==> src/rtl/rest_div_n_if.sv <==
// Start/valid handshake bundle for the rest_div_n restoring divider.
// The master drives the operands and start; the slave returns the result.
interface rest_div_n_if #(
    parameter int WIDTH = 8
);
    logic             start;
    logic             signed_op;
    logic [WIDTH-1:0] X;
    logic [WIDTH-1:0] Y;
    logic             busy;
    logic             valid;
    logic [WIDTH-1:0] quot;
    logic [WIDTH-1:0] rem;
    logic             div_zero;

    modport master (
        output start, signed_op, X, Y,
        input  busy, valid, quot, rem, div_zero
    );

    modport slave (
        input  start, signed_op, X, Y,
        output busy, valid, quot, rem, div_zero
    );
endinterface

==> src/rtl/rest_div_n.sv <==
// Multi-cycle restoring divider: one quotient bit per cycle, optional
// two's-complement mode, and a one-cycle fast path for a zero divisor.
module rest_div_n #(
    parameter int WIDTH     = 8,
    parameter bit SIGNED_EN = 1'b1
) (
    input logic         clk,
    input logic         rst,
    rest_div_n_if.slave bus
);
    localparam int            CW   = $clog2(WIDTH);
    localparam logic [CW-1:0] LAST = CW'(WIDTH - 1);

    typedef enum logic [1:0] {IDLE, CALC, DONE} state_t;

    state_t           state_q, state_d;
    logic             armed;
    logic [CW-1:0]    cnt;
    logic [WIDTH-1:0] xr;        // dividend magnitude, shifted out as quotient bits shift in
    logic [WIDTH-1:0] dm;
    logic [WIDTH-1:0] pr;
    logic             qneg, rneg, zf;
    logic             accept, step, finish;

    logic             sgn, x_neg, y_neg, y_zero;
    logic [WIDTH-1:0] x_mag, y_mag;
    logic [WIDTH:0]   pr_sh;
    logic             trial_neg;
    logic [WIDTH-1:0] trial_diff;

    assign sgn    = SIGNED_EN & bus.signed_op;
    assign x_neg  = sgn & bus.X[WIDTH-1];
    assign y_neg  = sgn & bus.Y[WIDTH-1];
    assign x_mag  = x_neg ? ('0 - bus.X) : bus.X;
    assign y_mag  = y_neg ? ('0 - bus.Y) : bus.Y;
    assign y_zero = (bus.Y == '0);

    // pr < dm always holds, so a successful trial fits back into WIDTH bits.
    assign pr_sh      = {pr, xr[WIDTH-1]};
    assign trial_neg  = pr_sh < {1'b0, dm};
    assign trial_diff = pr_sh[WIDTH-1:0] - dm;

    always_ff @(posedge clk or negedge rst) begin
        if (!rst) state_q <= IDLE;
        else      state_q <= state_d;
    end

    // NOTE: every output of this block gets a default first so no path infers a latch.
    always_comb begin
        state_d = state_q;
        accept  = 1'b0;
        step    = 1'b0;
        finish  = 1'b0;
        case (state_q)
            IDLE: if (bus.start && armed) begin
                accept  = 1'b1;
                state_d = y_zero ? DONE : CALC;
            end
            CALC: begin
                step = 1'b1;
                if (cnt == LAST) state_d = DONE;
            end
            DONE: begin
                finish  = 1'b1;
                state_d = IDLE;
            end
            default: state_d = IDLE;
        endcase
    end

    // NOTE: sequential state uses non-blocking assignments so every flop samples pre-edge values.
    always_ff @(posedge clk or negedge rst) begin
        if (!rst) begin
            armed        <= 1'b0;
            cnt          <= '0;
            xr           <= '0;
            dm           <= '0;
            pr           <= '0;
            qneg         <= 1'b0;
            rneg         <= 1'b0;
            zf           <= 1'b0;
            bus.busy     <= 1'b0;
            bus.valid    <= 1'b0;
            bus.quot     <= '0;
            bus.rem      <= '0;
            bus.div_zero <= 1'b0;
        end else begin
            armed     <= 1'b1;
            bus.valid <= 1'b0;
            if (accept) begin
                // A zero divisor keeps the raw dividend so it can be returned as rem.
                xr       <= y_zero ? bus.X : x_mag;
                dm       <= y_mag;
                pr       <= '0;
                cnt      <= '0;
                qneg     <= sgn & (bus.X[WIDTH-1] ^ bus.Y[WIDTH-1]);
                rneg     <= x_neg;
                zf       <= y_zero;
                bus.busy <= 1'b1;
            end
            if (step) begin
                xr  <= {xr[WIDTH-2:0], ~trial_neg};
                pr  <= trial_neg ? pr_sh[WIDTH-1:0] : trial_diff;
                cnt <= cnt + CW'(1);
            end
            if (finish) begin
                bus.valid    <= 1'b1;
                bus.busy     <= 1'b0;
                bus.div_zero <= zf;
                if (zf) begin
                    bus.quot <= '1;
                    bus.rem  <= xr;
                end else begin
                    bus.quot <= qneg ? ('0 - xr) : xr;
                    bus.rem  <= rneg ? ('0 - pr) : pr;
                end
            end
        end
    end
endmodule

==> src/flat_wrapper.sv <==
// flat-port wrapper written by rule: the top's interface ports become plain ports
module rest_div_n_flat 
#(
    parameter int WIDTH     = 8,
    parameter bit SIGNED_EN = 1'b1
)
  (clk, rst, bus_start, bus_signed_op, bus_X, bus_Y, bus_busy, bus_valid, bus_quot, bus_rem, bus_div_zero);
  rest_div_n_if #(.WIDTH(WIDTH)) bus_i ();
  input logic clk;
  input logic rst;
  input wire logic [$bits(bus_i.start)-1:0] bus_start;
  input wire logic [$bits(bus_i.signed_op)-1:0] bus_signed_op;
  input wire logic [$bits(bus_i.X)-1:0] bus_X;
  input wire logic [$bits(bus_i.Y)-1:0] bus_Y;
  output wire logic [$bits(bus_i.busy)-1:0] bus_busy;
  output wire logic [$bits(bus_i.valid)-1:0] bus_valid;
  output wire logic [$bits(bus_i.quot)-1:0] bus_quot;
  output wire logic [$bits(bus_i.rem)-1:0] bus_rem;
  output wire logic [$bits(bus_i.div_zero)-1:0] bus_div_zero;
  assign bus_i.start = bus_start;
  assign bus_i.signed_op = bus_signed_op;
  assign bus_i.X = bus_X;
  assign bus_i.Y = bus_Y;
  assign bus_busy = bus_i.busy;
  assign bus_valid = bus_i.valid;
  assign bus_quot = bus_i.quot;
  assign bus_rem = bus_i.rem;
  assign bus_div_zero = bus_i.div_zero;
  rest_div_n #(.WIDTH(WIDTH), .SIGNED_EN(SIGNED_EN)) u_core (.clk(clk), .rst(rst), .bus(bus_i));
endmodule
==> config.mk <==
export PLATFORM = sky130hd
export DESIGN_NAME = rest_div_n_flat
export DESIGN_NICKNAME = d
export VERILOG_FILES = /design/src/rtl/rest_div_n_if.sv /design/src/rtl/rest_div_n.sv /design/src/flat_wrapper.sv
export SDC_FILE = /design/constraint.sdc
export NUM_CORES = 1
export LEC_CHECK = 0
export CORE_ASPECT_RATIO = 0.5
export CORE_MARGIN = 8
export CORE_UTILIZATION = 42
export DETAILED_ROUTE_END_ITERATION = 10
export HOLD_SLACK_MARGIN = 0.15
export SYNTH_ARGS = -nofsm -noshare
export SYNTH_HDL_FRONTEND = slang
export SYNTH_SLANG_ARGS = --single-unit
==> constraint.sdc <==
create_clock -name clk -period 2.6 [get_ports clk]
set_clock_uncertainty 0.15 [all_clocks]
set_input_delay 0.52 -clock clk [delete_from_list [all_inputs] [get_ports clk]]
set_output_delay 0.52 -clock clk [all_outputs]
set_load 0.02 [all_outputs]
==> results of run 1 <==
==> routing by layer <==
metal | up-vias | routed length, um
met5 | - | 0
met4 | 0 | 64
met3 | 6 | 449
met2 | 65 | 3400
met1 | 1261 | 3860
li1 | 1304 | -
==> layout make-up <==
cell class	instances	area [um2]
clock buffers	7	143
clock inverters	1	7.51
fillers	682	3370
inverters	19	71.3
multi-input cells	260	1700
flip-flops and latches	52	1300
well taps	96	120
repair buffers	60	556
==> metrics by stage <==
| step | cells | power (W) |
|---|---|---|
| after floorplan | 346 | 0.00338 |
| after global placement | 486 | 0.00431 |
| after detailed placement | 486 | 0.00438 |
| after CTS | 495 | 0.00508 |
| after global routing | 495 | 0.00552 |
| final | 495 | 0.00509 |
==> repair_timing <==
action | 4_1_cts | 5_1_grt
hold endpoints to repair | 23 | 0
pin swaps | 0 | 0
hold buffers | 1 | 0
endpoints found under the setup margin | 1 | 5
gates resized for setup | 1 | 4
==> state kept, by name (all words and copies together) (netlist names) <==
signal / count
u_core.bus.div_zero: 1
u_core.state_q: 2
u_core.pr: 8
u_core.rneg: 1
u_core.cnt: 3
u_core.dm: 8
u_core.bus.rem: 8
u_core.bus.valid: 1
u_core.qneg: 1
u_core.armed: 1
u_core.xr: 8
u_core.bus.quot: 8
u_core.bus.busy: 1
u_core.zf: 1
==> worst reg2reg max path: cells and delay by family, from the launching register on <==
kind	cells	cell delay (ns)
fa+ha+maj	2	0.62
flops	1	0.36
buf+inv	2	0.23
compound gates	3	0.51
mux	1	0.29
simple gates	1	0.14
==> worst max-delay path by stage <==
stage | from | to | depth (start not counted) | slack (ns)
2_1_floorplan | u_core.xr[7] | u_core.pr[6] | 8 | 0.30
3_3_place_gp | bus_Y[0] | u_core.xr[6] | 9 | -0.09
3_5_place_dp | bus_Y[0] | u_core.xr[6] | 9 | -0.16
4_1_cts | u_core.xr[7] | u_core.pr[6] | 9 | 0.02
5_1_grt | u_core.xr[7] | u_core.pr[6] | 9 | 0.03
6_report | u_core.xr[7] | u_core.pr[6] | 9 | 0.18
==> Yosys cell counts, types with 3 or more instances <==
master / n / area [um2]
sky130_fd_sc_hd__nand3_1: 5 / 25.0
sky130_fd_sc_hd__nand2b_1: 5 / 31.3
sky130_fd_sc_hd__dfrtp_1: 52 / 1300
sky130_fd_sc_hd__a22o_1: 4 / 35.0
sky130_fd_sc_hd__a21oi_1: 11 / 55.1
sky130_fd_sc_hd__clkbuf_1: 12 / 45.0
sky130_fd_sc_hd__o21ai_0: 36 / 180
sky130_fd_sc_hd__or3_1: 6 / 37.5
sky130_fd_sc_hd__o21ai_1: 3 / 15.0
sky130_fd_sc_hd__nand2_1: 58 / 218
sky130_fd_sc_hd__xnor2_1: 16 / 140
sky130_fd_sc_hd__inv_1: 18 / 67.6
sky130_fd_sc_hd__ha_1: 14 / 175
sky130_fd_sc_hd__nor2_1: 19 / 71.3
sky130_fd_sc_hd__nor3b_1: 3 / 22.5
sky130_fd_sc_hd__a2111oi_0: 3 / 26.3
sky130_fd_sc_hd__and3_1: 4 / 25.0
sky130_fd_sc_hd__a22oi_1: 6 / 45.0
sky130_fd_sc_hd__o31ai_1: 9 / 67.6
sky130_fd_sc_hd__nor2b_1: 6 / 37.5
sky130_fd_sc_hd__mux2i_1: 13 / 130
sky130_fd_sc_hd__xor2_1: 11 / 96.3
sky130_fd_sc_hd__or2_2: 5 / 31.3
==> power by group through the flow <==
stage                     logic [W]  registers, W  clock network [W]
final                       0.00290       0.00150           0.000688
after global routing        0.00323       0.00155           0.000734
after CTS                   0.00288       0.00150           0.000699
after detailed placement    0.00286       0.00152                  0
after global placement      0.00281       0.00150                  0
after floorplan             0.00181       0.00157                  0
==> cells by family after synthesis <==
kind of cell               Yosys count
xor gates and xnor gates            27
adders and majority gates           15
AOI/OAI and AO/OA                   88
DFF                                 52
and+or+nand+nor                    115
buffers and inverters               34
other                                1
muxes                               14
==> results list, run 1 <==
* Clock sink count: 52
- Post-route standard cell area excluding fillers: 3890 um2
- Slew at the pin closest to its max-slew limit: 0.722 ns
* Clock latency reported for the late side of the worst-skew pair: 0.29 ns
- Routed wirelength normalized by instance count: 15.7 um
- Worst hold path endpoint: u_core.bus.quot[4]
* Met2 layer usage reported by global route: 0.222
* Gr ovfl total: 0
- Combinational share of power: 0.570
- The initialized floorplan defines 22 standard-cell rows.
* Crit-path max cell delay: 0.41 ns
* Net count after synthesis: 381
- For this block, the routed nets add up to 7.78 mm of wire.
- Of the total synthesized cell area, the portion taken by AND, OR, NAND and NOR gates is 0.170.
* Area growth syn-to-layout: 25.1%
* Die Outline Area: 10,600 um2
- Fraction of registers with async set or reset after synthesis: 1.00
- Setup repair after global routing left no endpoint under its margin.
* Number of DRC markers after the initial detailed-route iteration: 174
* Post-route setup slack: 0.178 ns
- The detail route stage leaves a number of antenna-violating nets equal to 0.
* Number of placed I/O pins: 39
- The die is 76.9 um tall.
* Area share of xor/xnor cells in the synthesized design: 0.0760
* Clock period minus final worst setup slack: 2.42 ns
- The flow ran to the end, and the final reports show no timing, DRC or antenna violations.
- The top cell types in the final layout, fill and taps aside, are sky130_fd_sc_hd__nand2_1 (58), sky130_fd_sc_hd__dfrtp_1 (52), sky130_fd_sc_hd__clkdlybuf4s50_1 (37).
* Post-layout utilization of the core: 0.536
- STA puts the critical path data arrival time at 2.44 ns.
- In the global route stage, met3 resource usage came out at 0.0332.
- Dividing total power by cell area gives a power density of 1310 nW/um2.
- The synthesized netlist occupies a cell area of 3110 um2.
- After detailed placement, the total cell area comes to 3720 um2.
- Largest fanout on the critical path: 2
- Startpoint-to-endpoint class of the critical path: reg -> reg
* Switching part of the total power: 0.423
* Primary FF master, synth: sky130_fd_sc_hd__dfrtp_1
- After global routing, the most crowded layer is met2.
* Clock input transition at the sequential cells of the worst setup and hold paths: 0.07 ns
- The cell sitting at the root of the clock tree is a sky130_fd_sc_hd__clkbuf_16.
- Average vias per placed instance: 5.33
- Placed wire-length estimate: 5.92 mm
- DRC: 0
* Floorplan Core Area: 7270 um2
- Of the cells placed in the final design, the portion with a size suffix greater than 1 is 0.105.
- Once the clock tree was built, the setup fixing pass inserted 0 buffers.
- Slowest-stage cell, CP: sky130_fd_sc_hd__fa_2
* Count of input and output buffers: 38
- VDD sags by at most 0.455 mV.
- The repair_antennas step left the layout with diodes totalling 0.
- Critical Path RT: 2.62 ns
- Number of cells on the worst reg-to-reg path: 9
* Seq/Total Area, Yosys: 0.418
* Share of the synthesized area in compound gates (AO/OA/AOI/OAI): 0.183
* Post-synthesis instance total: 346
* Overall die width: 138 um
- Global-route usage over all layers: 0.150
- Buffer depth of the longest clock path: 2
- Ratio of final minimum period to clock period: 0.931
* Global-route wire length before repair: 12.9 mm
* Setup_tns: 0 ns
- Setup violations remaining at the end of the flow were counted as 0.
- Adder-cell share of the synthesized area: 0.0627
- Initial Util: 0.428
- Initial antenna violation count: 0
* Yosys synthesis warning count: 0
- Pins over their slew limit: 0
- CP top delay family: adder cells
* GRT met1 Usage: 0.214
- Start point of the worst hold path: u_core.bus.quot[4]
* Nature of the critical path endpoint: flop
* Type of the tightest min-delay check: reg -> reg
* Proportion of power drawn by flip-flops and latches: 0.295
- The pre-antenna-repair detailed-routing pass consisted of 5 iterations.
* Clock tree from TritonCTS: built
- The congestion estimate from routability-driven global placement came to 0.804.
- R2r startpoint: u_core.xr[7]
* Static power due to leakage: 1.76 nW
- After synthesis, the netlist uses 45 different library cells.
- The library cell used most frequently in the layout, excluding fill and tap cells, is sky130_fd_sc_hd__nand2_1.
- CTS H-Tree Depth: 2
- Multiplexer area fraction after synthesis: 0.0454
- Buffers inserted during clock tree synthesis total 5.
- Entering global routing, the biggest net connects 30 pins.
- The tool flagged a number of max-cap violations equal to 0.
- Walking the worst path, the cells encountered are inv_1 -> ha_1 -> fa_2 -> nor2b_2 -> o211ai_1 -> mux2_2 -> a2111oi_2 -> buf_4 -> o21ai_0.
- Yosys mapped a number of flops with a built-in enable equal to 0.
- Instance count along the most critical hold path: 2
- The final-report hold violation count was 0.
- Number of nets in the layout: 433
- Critical Path Start Type: flop
* Switching pwr: 0.00215 W
* Main combinational cell family by area after synthesis: compound AO/OA/AOI/OAI gates
* Via Count: 2,636
* Slew margin rel.: 0.519
* Buffers and inverters on the worst path: 2
- Cell internal power was estimated by the tool at 0.00294 W.
* Capture point of the worst reg-to-reg path: u_core.pr[6]
* Post-placement setup slack: -0.165 ns
- Relative contribution of the clock network to total power: 0.135
- Each instance of the synthesized netlist takes up on average 9.00 um2.
- In this run, synthesis produced a sequential element count of 52.
- Worst hold margin: 0.322 ns
- Reg2reg setup slack: 0.18 ns
- Timing-limited maximum frequency: 0.413 GHz
- The via count of the first global-routing pass came to 2,571.
(Power assumes the default switching activity.)
==> run 2: changes to the inputs <==
- CTS_CLUSTER_DIAMETER: default -> 120
- PLACE_DENSITY_LB_ADDON: default -> 0.1
==> run 2 against run 1 <==
Effect of this change: largest power group unchanged; clock power decreased by 2%; maximum frequency decreased by 3.3%; flip-flop and latch count unchanged; register-to-register slack got worse by 0.08 ns; count of clock-buffer cells in the layout unchanged; total power decreased by 1.6%; final cell count decreased by 0.40%; worst hold slack improved by 0.0030 ns; global-route usage decreased by 0.40 points; sequential share of layout area increased by 0.21 points; critical endpoint unchanged; critical path depth unchanged.
==> results list, run 2 (same netlist as run 1, synthesis figures left out) <==
- Run status: completed
- Slew at the pin closest to its max-slew limit: 0.689 ns
* R2r startpoint: u_core.xr[7]
- Cell internal power was estimated by the tool at 0.00291 W.
- The floorplan step defined a die boundary enclosing 10,600 um2.
- CTS built an H-tree with a depth of 2.
* Worst hold path endpoint: u_core.bus.quot[0]
* DRC: 0
- Number of nets in the layout: 431
- Die height: 76.9 um
- Setup Viol. Count Final: 0
- Combinational share of power: 0.564
- Count of input and output buffers: 38
- For this design the total switching power over the nets is 0.00210 W.
- Commonest cells after routing, fill and taps aside: sky130_fd_sc_hd__nand2_1 (58), sky130_fd_sc_hd__dfrtp_1 (52), sky130_fd_sc_hd__clkdlybuf4s50_1 (37)
- Prior to clock tree synthesis, the placed netlist has a worst setup slack of -0.0509 ns.
- Once the clock tree was built, the setup fixing pass inserted 0 buffers.
* Placed wire-length estimate: 5.92 mm
- Of the total power, the share spent switching nets is 0.419.
- The number of antenna diodes in the final layout is 0.
- Type of the tightest min-delay check: reg -> reg
- Initial Util: 0.428
- The first global-routing pass estimated 12.6 mm of wire.
- Clock latency reported for the late side of the worst-skew pair: 0.29 ns
- Dividing total power by cell area gives a power density of 1290 nW/um2.
- Clock input transition at the sequential cells of the worst setup and hold paths: 0.07 ns
* Number of DRC markers after the initial detailed-route iteration: 140
- Startpoint-to-endpoint class of the critical path: reg -> reg
* Placer Congestion: 0.832
- In this run, CTS created clock tree buffers numbering 5.
* Critical Path Start Type: flop
* Largest net degree at the start of global routing: 33
- Ratio of final minimum period to clock period: 0.964
- Initial antenna violation count: 0
- During I/O placement, the number of pins put on the boundary was 39.
* Instance count along the most critical hold path: 2
- Average vias per placed instance: 5.20
* Relative contribution of the clock network to total power: 0.135
* Unrepaired setup endpoints after global routing: no
- The final number of max-transition violations came to 0.
- CTS placed an instance of sky130_fd_sc_hd__clkbuf_16 at the clock tree root.
- Worst vdd rail ir drop: 0.415 mV
- The worst register-to-register path has a setup slack of 0.09 ns.
- Max-cap violations in this run came to 0.
- Static power due to leakage: 1.75 nW
- Of the cells placed in the final design, the portion with a size suffix greater than 1 is 0.0957.
- Arrival time at the worst endpoint: 2.52 ns
* Largest fanout on the critical path: 2
- Nature of the critical path endpoint: flop
- Gr ovfl total: 0
* Number of global-route vias before repair: 2,544
* Global-route usage over all layers: 0.146
- The floorplan has 22 rows.
* Total routed wirelength: 7.53 mm
* Proportion of power drawn by flip-flops and latches: 0.301
* Capture point of the worst reg-to-reg path: u_core.pr[6]
- For the worst flop-to-flop path, the logic depth is 9.
- Buffer depth of the longest clock path: 2
- Post-route setup slack: 0.0945 ns
- STA puts the critical path data required time at 2.62 ns.
- In this run the tightest slew margin relative to its limit is 0.540.
- The area growth from synthesis to layout is 24.3%.
- Floorplan Core Area: 7270 um2
* Overall power of the completed layout: 0.00501 W
- The final-report hold violation count is 0.
* Clock tree from TritonCTS: built
- Dividing the detail-routed wire length by the instance count gives 15.3 um.
- DR pass1 iterations: 4
- Clock sink count: 52
- Leaving out fill and tap cells, the most frequent cell in the layout is sky130_fd_sc_hd__nand2_1.
* Via Count: 2,563
* Timing-limited maximum frequency: 0.399 GHz
* Routed Antenna Nets: 0
- Start point of the worst hold path: u_core.bus.quot[0]
* Overall die width: 138 um
- Subtracting the final worst setup slack from the clock period gives 2.51 ns.
## run 2: power by group through the flow
| stage | combinational, W | clock, W | sequential (W) |
|---|---|---|---|
| 3_5_place_dp | 0.00280 | 0 | 0.00153 |
| 3_3_place_gp | 0.00276 | 0 | 0.00150 |
| 2_1_floorplan | 0.00181 | 0 | 0.00157 |
| 6_report | 0.00282 | 0.000675 | 0.00151 |
| 4_1_cts | 0.00282 | 0.000696 | 0.00151 |
| 5_1_grt | 0.00315 | 0.000728 | 0.00156 |
## run 2: routing by layer
| metal | track usage | up-vias | share of wire |
|---|---|---|---|
| met1 | 0.205 | 1190 | 0.49 |
| li1 | - | 1295 | - |
| met3 | 0.0332 | 5 | 0.062 |
| met4 | 0.0213 | 0 | 0.0041 |
| met5 | 0 | - | 0 |
| met2 | 0.227 | 73 | 0.44 |
## run 2: cell type report
type | count | area [um2]
clock buffer | 7 | 143
inverter | 19 | 71.3
multi-input combinational | 260 | 1690
tap | 96 | 120
clock inverter | 1 | 7.51
fill | 691 | 3400
timing repair buffer | 58 | 541
sequential | 52 | 1300
## run 2: critical path: stages (launching register included)
cell and delay, ns:
sky130_fd_sc_hd__dfrtp_1 0.36, sky130_fd_sc_hd__inv_1 0.06, sky130_fd_sc_hd__ha_1 0.21, sky130_fd_sc_hd__fa_1 0.47, sky130_fd_sc_hd__nor2b_2 0.15, sky130_fd_sc_hd__o211ai_1 0.11, sky130_fd_sc_hd__mux2_2 0.28, sky130_fd_sc_hd__a2111oi_1 0.38
sky130_fd_sc_hd__buf_4 0.17, sky130_fd_sc_hd__o21ai_0 0.06
## run 2: worst max-delay path by stage
stage | endpoint | startpoint | slack [ns] | cells past startpoint
finish | u_core.pr[6] | u_core.xr[7] | 0.09 | 9
global placement | u_core.xr[4] | bus_Y[0] | -0.004 | 9
detailed placement | u_core.xr[5] | bus_Y[1] | -0.05 | 9
global route | u_core.pr[6] | u_core.dm[0] | 0.02 | 8
CTS | u_core.pr[6] | u_core.xr[7] | 0.06 | 9
floorplan | u_core.pr[6] | u_core.xr[7] | 0.30 | 8
## run 2: timing repair
| action | CTS | global route |
|---|---|---|
| hold buffers | 1 | 0 |
| hold endpoints to repair | 20 | 0 |
| resized for setup | 0 | 3 |
| endpoints found under the setup margin | 0 | 4 |
## run 2: per-stage QoR
step,util,hold slack [ns],area (um2),instances,setup TNS [ns]
2_1_floorplan,-,0.0744,3110,346,0
3_3_place_gp,0.509,0.306,3700,484,-0.00896
3_5_place_dp,0.509,0.317,3700,484,-0.156
4_1_cts,0.531,0.335,3860,493,0
5_1_grt,0.533,0.341,3870,493,0
6_report,0.533,0.325,3870,493,0
==> run 3: changes to the inputs <==
- CTS_CLUSTER_DIAMETER: 120 -> 100
==> results of run 3 <==
Same layout as run 2: the final DEF is identical, and so are final timing and power.
